`config.mk`:
```
export PLATFORM = sky130hd
export DESIGN_NAME = sb_coalesce_flat
export DESIGN_NICKNAME = d
export VERILOG_FILES = /design/src/rtl/sb_coalesce_if.sv /design/src/rtl/sb_coalesce.sv /design/src/flat_wrapper.sv
export SDC_FILE = /design/constraint.sdc
export NUM_CORES = 2
export LEC_CHECK = 0
export BUFFER_PORTS_ARGS = -buffer_cell sky130_fd_sc_hd__buf_4
export CORE_ASPECT_RATIO = 1.5
export CORE_UTILIZATION = 36
export CTS_BUF_LIST = sky130_fd_sc_hd__clkbuf_8
export DETAILED_ROUTE_END_ITERATION = 10
export PLACE_DENSITY = 0.6
export SLEW_MARGIN = 20
export SYNTH_ARGS = -nofsm -noshare
export SYNTH_HDL_FRONTEND = slang
export SYNTH_SLANG_ARGS = --single-unit
```
`constraint.sdc`:
```
create_clock -name clk -period 11.5 [get_ports clk]
set_clock_uncertainty 0.2 [all_clocks]
set_input_delay 2.3 -clock clk [delete_from_list [all_inputs] [get_ports clk]]
set_output_delay 2.3 -clock clk [all_outputs]
set_load 0.02 [all_outputs]
```
`src/rtl/sb_coalesce_if.sv`:
```
`default_nettype none
// ============================================================================
// Module      : sb_coalesce_if
// Description : Bundle of the store, load-forwarding, drain and status signals
//               of the coalescing store buffer.
//               master : LSU / cache side (drives requests, drain_ready, flush)
//               slave  : store buffer side (drives ready, lookup results,
//                        drain entry and occupancy status)
// Revision    : 1.0 - initial release
// ============================================================================
interface sb_coalesce_if #(
    parameter int ADDR_W = 32,
    parameter int DEPTH  = 8
);
    localparam int c_CNT_W = $clog2(DEPTH) + 1;

    // store port
    logic               st_valid;
    logic               st_ready;
    logic [ADDR_W-1:0]  st_addr;
    logic [31:0]        st_data;
    logic [1:0]         st_size;
    logic               st_misalign;
    // load forwarding lookup
    logic               ld_valid;
    logic [ADDR_W-1:0]  ld_addr;
    logic [1:0]         ld_size;
    logic               ld_hit;
    logic               ld_partial;
    logic [31:0]        ld_data;
    // drain port towards the data cache
    logic               drain_valid;
    logic               drain_ready;
    logic [ADDR_W-1:0]  drain_addr;
    logic [31:0]        drain_data;
    logic [3:0]         drain_be;
    // flush and occupancy
    logic               flush;
    logic               flush_busy;
    logic               full;
    logic               empty;
    logic [c_CNT_W-1:0] count;

    modport master (
        output st_valid, st_addr, st_data, st_size,
        output ld_valid, ld_addr, ld_size,
        output drain_ready, flush,
        input  st_ready, st_misalign,
        input  ld_hit, ld_partial, ld_data,
        input  drain_valid, drain_addr, drain_data, drain_be,
        input  flush_busy, full, empty, count
    );

    modport slave (
        input  st_valid, st_addr, st_data, st_size,
        input  ld_valid, ld_addr, ld_size,
        input  drain_ready, flush,
        output st_ready, st_misalign,
        output ld_hit, ld_partial, ld_data,
        output drain_valid, drain_addr, drain_data, drain_be,
        output flush_busy, full, empty, count
    );
endinterface
`default_nettype wire

```
`src/rtl/sb_coalesce.sv`:
```
`default_nettype none
// ============================================================================
// Module      : sb_coalesce
// Description : Coalescing store buffer between the LSU and the data cache.
//               Retired stores are held as word-aligned entries with per-byte
//               enables in a circular FIFO. Stores to a buffered word merge
//               into the youngest matching entry, loads are forwarded at byte
//               granularity, and entries drain oldest-first over a
//               valid/ready port.
// Ports       : clk      - clock
//               reset_n  - synchronous active-low reset
//               bus      - sb_coalesce_if.slave (store, load lookup, drain,
//                          flush and occupancy signals)
// Revision    : 1.0 - initial release
// ============================================================================
module sb_coalesce #(
    parameter int DEPTH  = 8,
    parameter int ADDR_W = 32,
    parameter int HWM    = DEPTH - 2
) (
    input  wire logic    clk,
    input  wire logic    reset_n,
    sb_coalesce_if.slave bus
);
    localparam int c_PTR_W = $clog2(DEPTH);
    localparam int c_CNT_W = c_PTR_W + 1;
    localparam int c_WA_W  = ADDR_W - 2;
    localparam logic [c_CNT_W-1:0] c_DEPTH_CNT = c_CNT_W'(DEPTH);
    localparam logic [c_CNT_W-1:0] c_HWM_CNT   = c_CNT_W'(HWM);
    localparam logic [c_CNT_W-1:0] c_CNT_ONE   = c_CNT_W'(1);
    localparam logic [c_PTR_W-1:0] c_PTR_ONE   = c_PTR_W'(1);

    // Byte mask of an access at lane 0. Size 3 yields no bytes.
    function automatic logic [3:0] f_size_mask(input logic [1:0] size);
        case (size)
            2'd0:    f_size_mask = 4'b0001;
            2'd1:    f_size_mask = 4'b0011;
            2'd2:    f_size_mask = 4'b1111;
            default: f_size_mask = 4'b0000;
        endcase
    endfunction

    function automatic logic [31:0] f_lane_expand(input logic [3:0] be);
        f_lane_expand = {{8{be[3]}}, {8{be[2]}}, {8{be[1]}}, {8{be[0]}}};
    endfunction

    // ------------------------------------------------------------------
    // Entry storage and control state
    // ------------------------------------------------------------------
    logic [DEPTH-1:0]   r_valid;
    logic [c_WA_W-1:0]  r_waddr [DEPTH];
    logic [31:0]        r_data  [DEPTH];
    logic [3:0]         r_be    [DEPTH];
    logic [c_PTR_W-1:0] r_head;
    logic [c_PTR_W-1:0] r_tail;
    logic [c_CNT_W-1:0] r_count;

    logic               r_drain_valid;
    logic [ADDR_W-1:0]  r_drain_addr;
    logic [31:0]        r_drain_data;
    logic [3:0]         r_drain_be;
    logic               r_flush_busy;
    logic               r_misalign;
    logic               r_ld_hit;
    logic               r_ld_partial;
    logic [31:0]        r_ld_data;

    // ------------------------------------------------------------------
    // Store decode
    // ------------------------------------------------------------------
    logic [c_WA_W-1:0]  w_st_waddr;
    logic [3:0]         w_st_mask;
    logic [31:0]        w_st_lanes;
    logic [31:0]        w_st_bmask;
    logic               w_misalign;

    assign w_st_waddr = bus.st_addr[ADDR_W-1:2];
    assign w_st_mask  = f_size_mask(bus.st_size) << bus.st_addr[1:0];
    assign w_st_lanes = bus.st_data << {bus.st_addr[1:0], 3'b000};
    assign w_st_bmask = f_lane_expand(w_st_mask);

    always_comb begin
        case (bus.st_size)
            2'd0:    w_misalign = 1'b0;
            2'd1:    w_misalign = bus.st_addr[0];
            2'd2:    w_misalign = |bus.st_addr[1:0];
            default: w_misalign = 1'b1;
        endcase
    end

    // ------------------------------------------------------------------
    // Coalesce target search. Entries are scanned oldest to youngest so
    // the last match wins, giving the youngest entry. The entry already
    // presented on the drain port is frozen and never a merge target.
    // ------------------------------------------------------------------
    logic               w_coal_found;
    logic [c_PTR_W-1:0] w_coal_idx;
    logic [c_PTR_W-1:0] w_scan_idx;

    always_comb begin
        w_coal_found = 1'b0;
        w_coal_idx   = '0;
        w_scan_idx   = '0;
        for (int k = 0; k < DEPTH; k++) begin
            w_scan_idx = r_tail + c_PTR_W'(k);
            if (r_valid[w_scan_idx] && (r_waddr[w_scan_idx] == w_st_waddr) &&
                !(r_drain_valid && (w_scan_idx == r_tail))) begin
                w_coal_found = 1'b1;
                w_coal_idx   = w_scan_idx;
            end
        end
    end

    // ------------------------------------------------------------------
    // Handshakes and occupancy
    // ------------------------------------------------------------------
    logic        w_full;
    logic        w_empty;
    logic        w_st_ready;
    logic        w_st_acc;
    logic        w_st_write;
    logic        w_coal;
    logic        w_alloc;
    logic        w_drain_fire;
    logic        w_arm;
    logic        w_tail_merge;
    logic [31:0] w_tail_data;
    logic [3:0]  w_tail_be;

    assign w_full       = (r_count == c_DEPTH_CNT);
    assign w_empty      = (r_count == '0);
    assign w_st_ready   = !r_flush_busy && (!w_full || w_coal_found);
    assign w_st_acc     = bus.st_valid && w_st_ready;
    assign w_st_write   = w_st_acc && !w_misalign;
    assign w_coal       = w_st_write && w_coal_found;
    assign w_alloc      = w_st_write && !w_coal_found;
    assign w_drain_fire = r_drain_valid && bus.drain_ready;
    assign w_arm        = !r_drain_valid && !w_empty &&
                          (r_flush_busy || (r_count >= c_HWM_CNT) ||
                           (!bus.st_valid && !bus.ld_valid));

    // A store may merge into the tail entry on the very edge that arms the
    // drain; the drain register captures the merged value so that byte is
    // not lost when the entry is released.
    assign w_tail_merge = w_coal && (w_coal_idx == r_tail);
    assign w_tail_data  = w_tail_merge ?
                          ((r_data[r_tail] & ~w_st_bmask) | (w_st_lanes & w_st_bmask)) :
                          r_data[r_tail];
    assign w_tail_be    = w_tail_merge ? (r_be[r_tail] | w_st_mask) : r_be[r_tail];

    // ------------------------------------------------------------------
    // Load forwarding: per byte, the youngest valid entry holding it wins.
    // ------------------------------------------------------------------
    logic [c_WA_W-1:0]  w_ld_waddr;
    logic [3:0]         w_ld_mask;
    logic [3:0]         w_fwd_found;
    logic [31:0]        w_fwd_word;
    logic [c_PTR_W-1:0] w_fwd_idx;
    logic               w_ld_hit;
    logic               w_ld_partial;
    logic [31:0]        w_ld_value;

    assign w_ld_waddr = bus.ld_addr[ADDR_W-1:2];
    assign w_ld_mask  = f_size_mask(bus.ld_size) << bus.ld_addr[1:0];

    always_comb begin
        w_fwd_found = '0;
        w_fwd_word  = '0;
        w_fwd_idx   = '0;
        for (int k = 0; k < DEPTH; k++) begin
            w_fwd_idx = r_tail + c_PTR_W'(k);
            if (r_valid[w_fwd_idx] && (r_waddr[w_fwd_idx] == w_ld_waddr)) begin
                for (int b = 0; b < 4; b++) begin
                    if (r_be[w_fwd_idx][b] && w_ld_mask[b]) begin
                        w_fwd_found[b]       = 1'b1;
                        w_fwd_word[8*b +: 8] = r_data[w_fwd_idx][8*b +: 8];
                    end
                end
            end
        end
    end

    assign w_ld_hit     = (w_ld_mask != 4'b0000) && (w_fwd_found == w_ld_mask);
    assign w_ld_partial = (w_fwd_found != 4'b0000) && (w_fwd_found != w_ld_mask);
    // Only requested bytes were gathered, so the shift zero-extends.
    assign w_ld_value   = w_fwd_word >> {bus.ld_addr[1:0], 3'b000};

    // ------------------------------------------------------------------
    // State update
    // ------------------------------------------------------------------
    always_ff @(posedge clk) begin
        if (!reset_n) begin
            r_valid <= '0;
            for (int i = 0; i < DEPTH; i++) begin
                r_waddr[i] <= '0;
                r_data[i]  <= '0;
                r_be[i]    <= '0;
            end
            r_head        <= '0;
            r_tail        <= '0;
            r_count       <= '0;
            r_drain_valid <= 1'b0;
            r_drain_addr  <= '0;
            r_drain_data  <= '0;
            r_drain_be    <= '0;
            r_flush_busy  <= 1'b0;
            r_misalign    <= 1'b0;
            r_ld_hit      <= 1'b0;
            r_ld_partial  <= 1'b0;
            r_ld_data     <= '0;
        end else begin
            r_ld_hit     <= bus.ld_valid && w_ld_hit;
            r_ld_partial <= bus.ld_valid && w_ld_partial;
            r_ld_data    <= (bus.ld_valid && w_ld_hit) ? w_ld_value : 32'h0;
            r_misalign   <= w_st_acc && w_misalign;

            if (w_coal) begin
                r_data[w_coal_idx] <= (r_data[w_coal_idx] & ~w_st_bmask) |
                                      (w_st_lanes & w_st_bmask);
                r_be[w_coal_idx]   <= r_be[w_coal_idx] | w_st_mask;
            end

            // Allocation at head never collides with the drain at tail:
            // head == tail only when the buffer is empty or full.
            if (w_alloc) begin
                r_valid[r_head] <= 1'b1;
                r_waddr[r_head] <= w_st_waddr;
                r_data[r_head]  <= w_st_lanes & w_st_bmask;
                r_be[r_head]    <= w_st_mask;
                r_head          <= r_head + c_PTR_ONE;
            end

            if (w_drain_fire) begin
                r_valid[r_tail] <= 1'b0;
                r_tail          <= r_tail + c_PTR_ONE;
                r_drain_valid   <= 1'b0;
            end else if (w_arm) begin
                r_drain_valid <= 1'b1;
                r_drain_addr  <= {r_waddr[r_tail], 2'b00};
                r_drain_data  <= w_tail_data;
                r_drain_be    <= w_tail_be;
            end

            case ({w_alloc, w_drain_fire})
                2'b10:   r_count <= r_count + c_CNT_ONE;
                2'b01:   r_count <= r_count - c_CNT_ONE;
                default: r_count <= r_count;
            endcase

            // A flush that coincides with the first allocation into an
            // empty buffer still has work to do, so it must latch.
            if (bus.flush && (!w_empty || w_alloc)) begin
                r_flush_busy <= 1'b1;
            end else if (w_empty && !r_drain_valid) begin
                r_flush_busy <= 1'b0;
            end
        end
    end

    // ------------------------------------------------------------------
    // Outputs
    // ------------------------------------------------------------------
    assign bus.st_ready    = w_st_ready;
    assign bus.st_misalign = r_misalign;
    assign bus.ld_hit      = r_ld_hit;
    assign bus.ld_partial  = r_ld_partial;
    assign bus.ld_data     = r_ld_data;
    assign bus.drain_valid = r_drain_valid;
    assign bus.drain_addr  = r_drain_addr;
    assign bus.drain_data  = r_drain_data;
    assign bus.drain_be    = r_drain_be;
    assign bus.flush_busy  = r_flush_busy;
    assign bus.full        = w_full;
    assign bus.empty       = w_empty;
    assign bus.count       = r_count;

endmodule
`default_nettype wire

```
`src/flat_wrapper.sv`:
```
// flat-port wrapper written by rule: the top's interface ports become plain ports
module sb_coalesce_flat 
#(
    parameter int DEPTH  = 8,
    parameter int ADDR_W = 32,
    parameter int HWM    = DEPTH - 2
)
  (clk, reset_n, bus_st_valid, bus_st_addr, bus_st_data, bus_st_size, bus_ld_valid, bus_ld_addr, bus_ld_size, bus_drain_ready, bus_flush, bus_st_ready, bus_st_misalign, bus_ld_hit, bus_ld_partial, bus_ld_data, bus_drain_valid, bus_drain_addr, bus_drain_data, bus_drain_be, bus_flush_busy, bus_full, bus_empty, bus_count);
  sb_coalesce_if #(.ADDR_W(ADDR_W), .DEPTH(DEPTH)) bus_i ();
  input  wire logic clk;
  input  wire logic reset_n;
  input wire logic [$bits(bus_i.st_valid)-1:0] bus_st_valid;
  input wire logic [$bits(bus_i.st_addr)-1:0] bus_st_addr;
  input wire logic [$bits(bus_i.st_data)-1:0] bus_st_data;
  input wire logic [$bits(bus_i.st_size)-1:0] bus_st_size;
  input wire logic [$bits(bus_i.ld_valid)-1:0] bus_ld_valid;
  input wire logic [$bits(bus_i.ld_addr)-1:0] bus_ld_addr;
  input wire logic [$bits(bus_i.ld_size)-1:0] bus_ld_size;
  input wire logic [$bits(bus_i.drain_ready)-1:0] bus_drain_ready;
  input wire logic [$bits(bus_i.flush)-1:0] bus_flush;
  output wire logic [$bits(bus_i.st_ready)-1:0] bus_st_ready;
  output wire logic [$bits(bus_i.st_misalign)-1:0] bus_st_misalign;
  output wire logic [$bits(bus_i.ld_hit)-1:0] bus_ld_hit;
  output wire logic [$bits(bus_i.ld_partial)-1:0] bus_ld_partial;
  output wire logic [$bits(bus_i.ld_data)-1:0] bus_ld_data;
  output wire logic [$bits(bus_i.drain_valid)-1:0] bus_drain_valid;
  output wire logic [$bits(bus_i.drain_addr)-1:0] bus_drain_addr;
  output wire logic [$bits(bus_i.drain_data)-1:0] bus_drain_data;
  output wire logic [$bits(bus_i.drain_be)-1:0] bus_drain_be;
  output wire logic [$bits(bus_i.flush_busy)-1:0] bus_flush_busy;
  output wire logic [$bits(bus_i.full)-1:0] bus_full;
  output wire logic [$bits(bus_i.empty)-1:0] bus_empty;
  output wire logic [$bits(bus_i.count)-1:0] bus_count;
  assign bus_i.st_valid = bus_st_valid;
  assign bus_i.st_addr = bus_st_addr;
  assign bus_i.st_data = bus_st_data;
  assign bus_i.st_size = bus_st_size;
  assign bus_i.ld_valid = bus_ld_valid;
  assign bus_i.ld_addr = bus_ld_addr;
  assign bus_i.ld_size = bus_ld_size;
  assign bus_i.drain_ready = bus_drain_ready;
  assign bus_i.flush = bus_flush;
  assign bus_st_ready = bus_i.st_ready;
  assign bus_st_misalign = bus_i.st_misalign;
  assign bus_ld_hit = bus_i.ld_hit;
  assign bus_ld_partial = bus_i.ld_partial;
  assign bus_ld_data = bus_i.ld_data;
  assign bus_drain_valid = bus_i.drain_valid;
  assign bus_drain_addr = bus_i.drain_addr;
  assign bus_drain_data = bus_i.drain_data;
  assign bus_drain_be = bus_i.drain_be;
  assign bus_flush_busy = bus_i.flush_busy;
  assign bus_full = bus_i.full;
  assign bus_empty = bus_i.empty;
  assign bus_count = bus_i.count;
  sb_coalesce #(.DEPTH(DEPTH), .ADDR_W(ADDR_W), .HWM(HWM)) u_core (.clk(clk), .reset_n(reset_n), .bus(bus_i));
endmodule
```
# After elaboration in Yosys (flattened, before gate mapping)
# Memories as Yosys holds them, arrays and structs flattened. A register that Yosys moved wholly into a read port is not among the register bits.
# Cells that the tools add are included.
dict set report op_classes {
  addsub 10
  order_cmp 12
  eq_ne 33
  shifts 4
  muxes 155
  bitwise_logic 13
  n_reduce_logical 117
}
# cell count
set ops {}
lappend ops {{30-bit == test} 16}
lappend ops {{32-bit two-way mux} 11}
lappend ops {{8-bit two-way mux} 35}
lappend ops {{32-bit bitwise AND} 3}
lappend ops {{1-bit logical AND} 82}
lappend ops {{1-bit two-way mux} 64}
lappend ops {{32-bit bitwise OR} 2}
lappend ops {{32-bit OR reduction} 2}
lappend ops {{3-bit two-way mux} 19}
lappend ops {{4-bit two-way mux} 11}
lappend ops {{3-bit by 4-bit less-than comparator with 1-bit output, second input constant} 9}
lappend ops {{32-bit NOT} 1}
lappend ops {{32-bit by 5-bit << shifter with 32-bit output} 1}
lappend ops {{32-bit by 5-bit >> shifter with 32-bit output} 1}
lappend ops {{30-bit two-way mux} 1}
lappend ops {{30-bit OR reduction} 1}
lappend ops {{1-bit binary-select mux with 3-bit select} 8}
lappend ops {{3-bit == test} 8}
lappend ops {{4-bit one-hot mux with 3 select lines} 2}
lappend ops {{1-bit zero test} 15}
lappend ops {{3-bit adder, second input constant} 4}
lappend ops {{8-bit bitwise AND} 1}
lappend ops {{8-bit NOT} 1}
lappend ops {{4-bit bitwise OR} 2}
lappend ops {{25 further kinds} 44}
dict set report totals {
  regBits 121
  mem_bits_rw 528
  inputBits 106
  out_inout_bits 112
  memories 3
}
# name depth width rd rd_ports_with_merged_regs write_ports line_no
set mem_list {}
lappend mem_list {u_core.r_data 8 32 9 1 8 sb_coalesce.sv:52} ;# logic [31:0] r_data [DEPTH];
lappend mem_list {u_core.r_waddr 8 30 8 1 8 sb_coalesce.sv:51} ;# logic [c_WA_W-1:0] r_waddr [DEPTH];
lappend mem_list {u_core.r_be 8 4 9 1 8 sb_coalesce.sv:53} ;# logic [3:0] r_be [DEPTH];

# Depth between registers and ports, before layout
dict set report logic_depth {
  word_depth 24
  depth_mapped 34
  depth_no_buf 19
}

# Worst setup path after synthesis
# No wires, ideal clock.
dict set report synth_timing {
  path_type {reg-to-reg}
  start {register u_core.r_tail[2]}
  end {memory u_core.r_waddr[1][0] (netlist bit) (enable)}
  setup_ns 0.459
  arrival_time_ns 7.914
  required_ns 10.841
  slack_ns 2.927
  stages_incl_launch_ff 25
  cell_sequence {dfxtp_1 buf_6 buf_2 clkinv_1 buf_1 clkbuf_1 buf_1 buf_1 ha_1 buf_2 buf_2 buf_2 buf_2 mux2i_1 o22ai_1 o21a_1 o211ai_1 nor4_4 a21oi_1 nand4_1 or3_1 clkbuf_1 clkbuf_1 clkbuf_1 o21ai_0}
}
# element line_no
set synth_rtl {}
lappend synth_rtl {{from (decl)} sb_coalesce.sv:55} ;# logic [c_PTR_W-1:0] r_tail;
lappend synth_rtl {{from (signal assigned)} sb_coalesce.sv:235} ;# r_tail <= r_tail + c_PTR_ONE;
lappend synth_rtl {{to (decl)} sb_coalesce.sv:51}

# Worst setup path in the final report
dict set report layout_timing {
  start {register u_core.r_tail[0]}
  end {output port bus_st_ready}
}
dict set report layout_via {
  elab_chain_len 14
  word_cells_on_any_way 78
  cone_classes {add/sub: 7; eq/ne: 14; mux: 24; reduce/logical: 32; memory: 1}
}
# element line_no
set layout_rtl {}
lappend layout_rtl {{3-bit by 1-bit adder with 3-bit output / 1-bit binary-select mux with 3-bit select (equally long branches)} {sb_coalesce.sv:105, sb_coalesce.sv:106}}
lappend layout_rtl {{memory read 8 x 30 bit (tied with other cells)} --}
lappend layout_rtl {{30-bit == test (tied with other cells)} sb_coalesce.sv:106} ;# if (r_valid[w_scan_idx] && (r_waddr[w_scan_idx] == w_st_waddr) &&
lappend layout_rtl {{1-bit logical AND / 1-bit zero test (equally long branches)} {sb_coalesce.sv:106, sb_coalesce.sv:107}}
lappend layout_rtl {{1-bit logical AND / 1-bit two-way mux (equally long branches)} sb_coalesce.sv:106}
lappend layout_rtl {{1-bit two-way mux (6 in a row)} sb_coalesce.sv:106}
lappend layout_rtl {{1-bit two-way mux (*)} sb_coalesce.sv:106}
lappend layout_rtl {{1-bit logical OR (*)} sb_coalesce.sv:132} ;# assign w_st_ready = !r_flush_busy && (!w_full || w_coal_found);
lappend layout_rtl {{1-bit logical AND (*)} sb_coalesce.sv:132}
lappend layout_rtl {{to (decl)} flat_wrapper.sv:21} ;# output wire logic [$bits(bus_i.st_ready)-1:0] bus_st_ready;
# Mark *: on every way between the ends. The rest lies on a longest branch, timed or not. The select of a mux whose other input is x is not followed.

==> results.txt <==
Run status = finished clean
Number of port buffers = 215
R2R cell count = 18
Crit path max fanout = 32
Mux share of post-synthesis cell area = 36.1%
Remaining antenna violation count = 0
H-tree levels = 3
Overflow after GRT = 0
Initial Utilization = 36.3%
Final WL = 386 mm
GP Congestion = 1.20
Register-to-register setup slack = 1.94 ns
Max Cap Violations = 0
Critical Path End Type = output port
Power share of the combinational group = 33.4%
Class of the most critical setup path = reg -> out
Worst Hold End = u_core.bus.drain_addr[26]
Max-slew headroom = 5.22%
Switching Power = 3.21 mW
Slew Limit Fails = 0
Compound-Gate Fraction of Synth Area = 9.57%
Non-Filler Instances = 8565
Overall power = 8.18 mW
Clock network fraction of design power = 31.7%
Global-route wire length before repair = 517 mm
TritonCTS buffer count = 114
Post-Synth Adder-Cell Area = 0.320%
Fin. Hold Viols = 0
Area delta synth->final = 10.7%
Pin count of the biggest net entering global routing = 100
Starting DRT DRC Count = 9615
Seq/Total Area, Yosys = 28.3%
Peak VDD IR = 0.0000970 V
Critical register-to-register path endpoint = u_core.bus.ld_data[6]
Clock root buffer = clkbuf_8
Yosys top cell by area = edfxtp_1
Clk_lat worst skew = 0.96 ns
FMAX = 96.0 MHz
Final period util = 90.6%
Synthesized area = 64900 um^2
LEAKAGE = 23.6 nW
#FFs+latches synth = 652
Slowest cell on crit path = xor2_1
Synth Area in XOR/XNOR = 5.69%
Initial antenna violation count = 24
Share of the synthesized area in the top cell type = 24.4%
FF-to-FF Start = u_core.r_tail[0]
Ports = 218
Final TNS setup = 0 ns
Crit path time final = 10.42 ns
CTS clk-pin slew, worst paths = 0.06 ns
WP data required = 9.00 ns
Die ar. = 182000 um^2
Post-route setup slack = 1.08 ns
Vias in the first global route = 58300
Count leader, synth = mux2i_1
Pint = 4.98 mW
Sequential power share = 34.9%
Post-Place Worst Slack = 2.54 ns
Via Count = 61700
Post-CTS Resized = 0
RSZ-0062 raised after global routing = false
Die X = 349 um
Total GRT Usage = 41.9%
Rows = 190
Longest Clk Path Bufs = 3
Final hold slack = 0.259 ns
Filler instances = 17400
Top cells by area, synth = edfxtp_1 (24%), mux4_2 (23%), mux2i_1 (10%)
Startpoint Class = flip-flop
Synth Area in Simple Gates = 15.2%
Synth async-reset ratio = 0%
Post-Syn Instances = 6071
TritonCTS clock tree = done
Slowest stage delay, CP = 0.97 ns
Synth cell types = 115
Design Area, Final = 71900 um^2
Sink Count = 652
Switching share of total power = 39.2%
Hold Crit Class = reg -> reg
Syn_area_per_cell = 10.7 um^2
Final setup fails = 0
Post-CTS Setup Inserts = 0
Drt wl/cell = 45.0 um
Placed Instance Area = 68900 um^2
First-pass detailed-route iteration total = 7
Hold-critical path depth = 2
Placeable Area = 179000 um^2
Layout net count = 6166
Die Ht = 522 um
DR vias/cell = 7.20
Detailed-route DRC error count = 0
Hold path start = u_core.bus.drain_addr[26]
Placed insts = 8320
Power per Cell Area = 114 nW/um^2
Syn. warnings = 0
Post-synth EDFFs = 528
Actual slew at the worst max-slew pin = 1.41 ns
Commonest cells in the netlist = mux2i_1 (664), mux4_2 (659), nand2_1 (567)
DP Wirelength = 273 mm
Cts hold-fix bufs = 0
Worst path cell trace = inv_4 > ha_4 > buf_4 > mux4_2 > xor2_1 > nor4_4 > o21ai_0 > nor2_1 > a21oi_1 > nand4_1 > nor3_1 > nor2_1 > buf_4
Top_reg_cell synth = edfxtp_1
Largest family of logic cells by synthesized area = multiplexers
Final core occ = 40.2%
Share of cells above drive strength 1 = 26.6%
Data arrival, critical path = 7.92 ns
## power groups by stage
stage,sequential (mW),clock (mW),combinational [mW]
after global routing,2.86,2.67,2.75
after floorplan,2.85,0,1.49
after detailed placement,2.89,0,2.55
final,2.86,2.59,2.73
after CTS,2.84,2.60,2.56
after global placement,2.88,0,2.55
## how the worst max path moves through the flow
stage / startpoint / endpoint / slack, ns / cells past startpoint
3_5_place_dp: u_core.r_tail[0] / u_core.bus.ld_data[6] / 2.54 / 18
4_1_cts: u_core.r_tail[0] / bus_st_ready / 1.58 / 14
6_report: u_core.r_tail[0] / bus_st_ready / 1.08 / 13
5_1_grt: u_core.r_tail[0] / bus_st_ready / 1.11 / 14
2_1_floorplan: u_core.r_tail[2] / u_core.r_waddr[1][0] / 2.93 / 24
3_3_place_gp: u_core.r_tail[0] / u_core.bus.ld_data[6] / 2.53 / 18
## cell usage in the layout, fill, tap and decap left out, types with 116 or more instances in the layout
cell type / count
mux2_2: 150
and2_1: 120
nand2_1: 558
mux4_2: 659
clkbuf_8: 132
nor3_1: 157
edfxtp_1: 528
buf_4: 406
xnor2_1: 292
mux2i_1: 654
a21oi_1: 171
dfxtp_1: 116
nor2_1: 491
nor4_1: 164
## registers in the layout (all words and copies together) (netlist names), 3 cells and up, named ones only
name and cells:
u_core.r_data 256, u_core.r_waddr 240, u_core.bus.drain_data 32, u_core.bus.ld_data 32, u_core.r_be 32, u_core.bus.drain_addr 30
u_core.r_valid 8, u_core.bus.count 4, u_core.bus.drain_be 4, u_core.r_head 3, u_core.r_tail 3
## logic make-up (layout without fill, tap and decap cells)
| logic type | count (synthesis) | count (layout) |
|---|---|---|
| compound gates | 874 | 874 |
| xor+xnor | 416 | 416 |
| fa+ha+maj | 16 | 16 |
| buf+inv | 639 | 710 |
| flops | 652 | 652 |
| mux | 1485 | 1485 |
| other cells | 1 | 24 |
| simple gates | 1988 | 1988 |
## area by class of cell
type / instances / area (um^2) / area share (%)
Clock buffer: 132 / 1820 / 2.53
Clock inverter: 83 / 815 / 1.13
Timing Repair Buffer: 435 / 3570 / 4.97
Tap cell: 2400 / 3000 / 4.18
Antenna cell: 22 / 55.1 / 0.0766
Sequential cell: 652 / 18400 / 25.6
Multi-Input combinational cell: 4781 / 44000 / 61.2
Inverter: 60 / 233 / 0.324
## critical path, delay by kind of cell, from the launching register on
| kind | cells | cell delay, ns |
|---|---|---|
| adders and majority gates | 1 | 0.90 |
| muxes | 1 | 0.74 |
| and+or+nand+nor | 5 | 1.81 |
| buffers and inverters | 3 | 1.10 |
| xor gates and xnor gates | 1 | 0.97 |
| DFF | 1 | 0.68 |
| AOI/OAI and AO/OA | 2 | 0.72 |
## layer usage
metal,track usage [%],wire (um)
met5,0,54
met4,43.6,50200
met3,14.9,44500
met2,65.1,173000
met1,42.6,118000
Power figures use the tool's default switching activity.
